File: config.mk
export PLATFORM = sky130hd
export DESIGN_NAME = piso_tx_flat
export DESIGN_NICKNAME = d
export VERILOG_FILES = /design/src/rtl/piso_pkg.sv /design/src/rtl/piso_if.sv /design/src/rtl/piso_tx.sv /design/src/flat_wrapper.sv
export SDC_FILE = /design/constraint.sdc
export NUM_CORES = 1
export LEC_CHECK = 0
export ABC_CLOCK_PERIOD_IN_PS = 2350
export BUFFER_PORTS_ARGS = -buffer_cell sky130_fd_sc_hd__buf_2
export CORE_MARGIN = 2
export CORE_UTILIZATION = 28
export DETAILED_ROUTE_END_ITERATION = 12
export PLACE_DENSITY_LB_ADDON = 0.1
export SYNTH_ARGS = -nofsm -noshare
export SYNTH_HDL_FRONTEND = slang
export SYNTH_SLANG_ARGS = --single-unit
File: constraint.sdc
create_clock -name clk -period 2.35 [get_ports clk]
set_input_delay 0.705 -clock clk [delete_from_list [all_inputs] [get_ports clk]]
set_output_delay 0.705 -clock clk [all_outputs]
set_load 0.03 [all_outputs]
File: src/rtl/piso_pkg.sv
// Shared types and helpers for the parallel-in serial-out transmitter.
package piso_pkg;

    typedef enum logic {
        IDLE  = 1'b0,
        SHIFT = 1'b1
    } state_t;

    // Bit-counter width for a given word width; never narrower than one bit.
    function automatic int cnt_width(input int width);
        return (width <= 2) ? 1 : $clog2(width);
    endfunction

endpackage

File: src/rtl/piso_if.sv
// Word handshake, bit strobe and serial link signals of the PISO transmitter.
interface piso_if #(
    parameter int WIDTH = 4
) ();

    logic             load_valid;
    logic             load_ready;
    logic [WIDTH-1:0] parallel_in;
    logic             shift_en;
    logic             serial_out;
    logic             serial_valid;
    logic             last_bit;
    logic             busy;

    modport master (
        output load_valid,
        output parallel_in,
        output shift_en,
        input  load_ready,
        input  serial_out,
        input  serial_valid,
        input  last_bit,
        input  busy
    );

    modport slave (
        input  load_valid,
        input  parallel_in,
        input  shift_en,
        output load_ready,
        output serial_out,
        output serial_valid,
        output last_bit,
        output busy
    );

endinterface

File: src/rtl/piso_tx.sv
// Parallel-in serial-out transmitter: takes a word on a valid/ready handshake
// and shifts it out LSB first, one bit per shift_en strobe.
//
// state | meaning
// IDLE  | no word held, ready for a load
// SHIFT | word held in sh, cnt indexes the bit on the link
module piso_tx
    import piso_pkg::*;
#(
    parameter int WIDTH = 4
) (
    input  logic  clk,
    input  logic  reset,
    piso_if.slave bus
);

    localparam int            CW       = cnt_width(WIDTH);
    localparam logic [CW-1:0] CNT_LAST = CW'(WIDTH - 1);

    state_t           state;
    state_t           state_nxt;
    logic [WIDTH-1:0] sh;
    logic [WIDTH-1:0] sh_nxt;
    logic [CW-1:0]    cnt;
    logic [CW-1:0]    cnt_nxt;
    logic             at_last;
    logic             ready;
    logic             accept;

    always_ff @(posedge clk or posedge reset) begin
        if (reset) begin
            state <= IDLE;
            sh    <= '0;
            cnt   <= '0;
        end else begin
            state <= state_nxt;
            sh    <= sh_nxt;
            cnt   <= cnt_nxt;
        end
    end

    // Ready on the last enabled bit lets the next word follow with no gap.
    always_comb begin
        at_last = (state == SHIFT) && (cnt == CNT_LAST);
        ready   = (state == IDLE) || (at_last && bus.shift_en);
        accept  = bus.load_valid && ready;
    end

    always_comb begin
        state_nxt = state;
        sh_nxt    = sh;
        cnt_nxt   = cnt;
        if (accept) begin
            state_nxt = SHIFT;
            sh_nxt    = bus.parallel_in;
            cnt_nxt   = '0;
        end else if (state == SHIFT && bus.shift_en) begin
            if (at_last) begin
                state_nxt = IDLE;
                sh_nxt    = '0;
                cnt_nxt   = '0;
            end else begin
                sh_nxt  = sh >> 1;
                cnt_nxt = cnt + CW'(1);
            end
        end
    end

    assign bus.load_ready   = ready;
    assign bus.serial_out   = (state == SHIFT) && sh[0];
    assign bus.serial_valid = (state == SHIFT);
    assign bus.busy         = (state == SHIFT);
    assign bus.last_bit     = at_last;

endmodule

File: src/flat_wrapper.sv
// flat-port wrapper written by rule: the top's interface ports become plain ports
module piso_tx_flat import piso_pkg::*;
#(
    parameter int WIDTH = 4
)
  (clk, reset, bus_load_valid, bus_parallel_in, bus_shift_en, bus_load_ready, bus_serial_out, bus_serial_valid, bus_last_bit, bus_busy);
  piso_if #(.WIDTH(WIDTH)) bus_i ();
  input  logic clk;
  input  logic reset;
  input wire logic [$bits(bus_i.load_valid)-1:0] bus_load_valid;
  input wire logic [$bits(bus_i.parallel_in)-1:0] bus_parallel_in;
  input wire logic [$bits(bus_i.shift_en)-1:0] bus_shift_en;
  output wire logic [$bits(bus_i.load_ready)-1:0] bus_load_ready;
  output wire logic [$bits(bus_i.serial_out)-1:0] bus_serial_out;
  output wire logic [$bits(bus_i.serial_valid)-1:0] bus_serial_valid;
  output wire logic [$bits(bus_i.last_bit)-1:0] bus_last_bit;
  output wire logic [$bits(bus_i.busy)-1:0] bus_busy;
  assign bus_i.load_valid = bus_load_valid;
  assign bus_i.parallel_in = bus_parallel_in;
  assign bus_i.shift_en = bus_shift_en;
  assign bus_load_ready = bus_i.load_ready;
  assign bus_serial_out = bus_i.serial_out;
  assign bus_serial_valid = bus_i.serial_valid;
  assign bus_last_bit = bus_i.last_bit;
  assign bus_busy = bus_i.busy;
  piso_tx #(.WIDTH(WIDTH)) u_core (.clk(clk), .reset(reset), .bus(bus_i));
endmodule
==> impl_metrics.sql <==
INSERT INTO impl_metrics (metric_group, metric, value, unit) VALUES
('final_layout', 'filler_cell_count', '141', ''),
('floorplan', 'coreArea', '0.00132', 'mm^2'),
('placement', 'detailedPlace.worstSlack', '0.421', 'ns'),
('global_route', 'grt_antenna_before_repair', '0', ''),
('pwr', 'irDropWorstVdd', '0.418', 'mV'),
('timing', 'worst_hold_slack', '0.378', 'ns'),
('routing', 'drt_pass1_iterations', '5', ''),
('floorplan', 'ios', '13', ''),
('routing', 'drt-total-wl', '856', 'um'),
('clock_network', 'clock_path_buffers', '2', ''),
('placement', 'place.detailed.instances', '68', ''),
('clock_network', 'cts_root_buffer', 'clkbuf_4', ''),
('clock_network', 'cts-buffers-inserted', '3', ''),
('final_layout', 'most-common-layout-cells', '12 x buf_2, 7 x inv_1, 7 x dfrtp_1', ''),
('logic_synthesis', 'yosys_register_bits', '7', ''),
('timing', 'setup_repair_after_global_routing_missed_its_margin', 'no', ''),
('routing', 'vias', '346', ''),
('worst_setup_path', 'most_used_cell_along_the_critical_path', 'nand2_1', ''),
('logic_synthesis', 'synth-async-reset-ratio', '100', '%'),
('clock_network', 'post_cts_buffers', '0', ''),
('timing', 'layout_worst_path_cycle_share', '87.7', '%'),
('worst_setup_path', 'slowest_stage', 'dfrtp_1', ''),
('placement', 'place.detailed.hpwl', '680', 'um'),
('worst_setup_path', 'crit_path_max_incr_delay', '0.38', 'ns'),
('worst_setup_path', 'timing.critical_path.cells', 'ha_1, nand2_1, nand2_1, buf_2', ''),
('routing', 'wirelength_met1', '418', 'um'),
('clock_network', 'cts_tree', 'yes', ''),
('logic_synthesis', 'synth_enable_flop_cells', '0', ''),
('clock_network', 'postCtsResizedCells', '0', ''),
('timing', 'setup_violations', '0', ''),
('final_layout', 'layout_area_overhead', '24.7', '%'),
('run_status', 'outcome', 'finished, final reports clean', ''),
('clock_network', 'cts.hold.buffers_added', '0', ''),
('routing', 'wl_met2', '383', 'um'),
('routing', 'avgRoutedWirePerCell', '11.9', 'um'),
('floorplan', 'std_cell_rows', '13', ''),
('final_layout', 'nNetsFinal', '67', ''),
('timing', 'worst_pin_slew', '0.282', 'ns'),
('floorplan', 'dieHeight', '41.6', 'um'),
('routing', 'antenna_violating_nets_post_route', '0', ''),
('timing', 'finalHoldViolations', '0', ''),
('logic_synthesis', 'register_area_share_after_synthesis', '44.3', '%'),
('floorplan', 'die_width', '41.6', 'um'),
('global_route', 'grt_first_pass_wirelength', '1400', 'um'),
('pwr', 'total_leakage_power', '0.252', 'nW'),
('placement', 'port-buffer-count', '12', ''),
('clock_network', 'clock_insertion_delay_worst_skew', '0.25', 'ns'),
('logic_synthesis', 'yosysWarnings', '0', ''),
('worst_setup_path', 'timing.critical_path.to_type', 'output port', ''),
('routing', 'detail_route.iter0.violations', '12', ''),
('routing', 'dr_top_layer', 'met3', ''),
('worst_setup_path', 'critPathLaunchType', 'flop', ''),
('global_route', 'grtUsageTotal', '10.8', '%'),
('logic_synthesis', 'ys.flop_type', 'dfrtp_1', ''),
('flow_run', 'maxCapViolCount', '0', ''),
('logic_synthesis', 'syn_inst', '42', ''),
('floorplan', 'start_util', '30.0', '%'),
('timing', 'timing.slew.headroom', '81.1', '%'),
('final_layout', 'post_route_cells_drive_above_1_share', '35.1', '%'),
('clock_network', 'worst_setup_hold_path_clk_slew', '0.05', 'ns'),
('timing', 'final-max-slew-violation-count', '0', ''),
('logic_synthesis', 'netlist_area', '395', 'um^2'),
('logic_synthesis', 'synth_area_per_cell', '9.41', 'um^2'),
('global_route', 'gr-total-overflow', '0', ''),
('final_layout', 'layout_commonest_cell', 'buf_2', ''),
('worst_setup_path', 'worstPathMaxFanout', '8', ''),
('timing', 'sum_of_negative_setup_slack', '0', 'ns'),
('routing', 'met3_length', '53', 'um'),
('worst_setup_path', 'required', '1.64', 'ns'),
('final_layout', 'finalNonFillerCells', '72', ''),
('placement', 'gpl.final_weighted_congestion', '0.675', '');
## per-stage QoR
step           utilization [%]  total power, mW  cell area, um^2
2_1_floorplan                -            0.409              395
3_3_place_gp              35.4            0.472              467
3_5_place_dp              35.4            0.476              467
6_report                  37.4            0.578              493
5_1_grt                   37.4            0.635              493
4_1_cts                   37.4            0.590              493
## worst max-delay path: cells and delay by family, from the launching register on
family / cells / cell delay, ns
flops: 1 / 0.38
buf+inv: 1 / 0.21
fa+ha+maj: 1 / 0.30
simple gates: 2 / 0.23
## kinds of logic (layout without fill, tap and decap cells)
family | after synthesis | in the layout | share of synthesized area (%)
adder cells (fa/ha/maj) | 1 | 1 | 3.16
AO/OA/AOI/OAI | 13 | 13 | 23.4
AND/OR/NAND/NOR | 12 | 12 | 18.0
multiplexers | 1 | 1 | 2.53
flip-flops | 7 | 7 | 44.3
buffers and inverters | 8 | 23 | 8.55
## layout make-up
cell class	count	area, um^2	share of cell area (%)
flip-flops and latches	7	175	35.5
inverters	7	26.3	5.33
well taps	15	18.8	3.81
multi-input cells	27	186	37.8
clock buffers	4	26.3	5.33
repair buffers	12	60.1	12.2
## Yosys cell counts, types with 2 or more instances
library cell | instances | area [um^2]
dfrtp_1 | 7 | 175
inv_1 | 7 | 26.3
nand2_1 | 3 | 11.3
nand2b_1 | 3 | 18.8
o21ai_0 | 3 | 15.0
a21oi_1 | 2 | 10.0
a221oi_1 | 2 | 17.5
a32o_1 | 2 | 20.0
and2_2 | 2 | 15.0
## report_power, final
group / internal [mW] / leakage (nW) / switching [mW]
registers: 0.171 / 0.0816 / 0.0341
clock network: 0.0647 / 0.0150 / 0.0433
logic: 0.110 / 0.156 / 0.156
## routing by layer
layer / vias up / GRT usage, %
met3: 0 / 2.61
met4: 0 / 7.74
met2: 14 / 15.6
li1: 177 / -
met5: - / 0
met1: 155 / 13.8
## path summary, 6_finish.rpt
| check | from | end | slack, ns | cells after the start |
|---|---|---|---|---|
| worst max-delay path | u_core.cnt[0] | bus_load_ready | 0.29 | 4 |
| worst min-delay path | reset | u_core.sh[3] | 0.38 | 2 |
| worst max register to register | u_core.cnt[0] | u_core.sh[2] | 1.02 | 4 |
| worst min register to register | u_core.sh[3] | u_core.sh[3] | 0.49 | 1 |
| max in group asynchronous | reset | u_core.bus.busy | 1.76 | 2 |
| min in group clk | u_core.sh[3] | u_core.sh[3] | 0.49 | 1 |
## registers in the layout, indices dropped and copies added (netlist names)
register / flops
u_core.cnt: 2
u_core.sh: 4
u_core.bus.busy: 1
(Power assumes the default switching activity.)
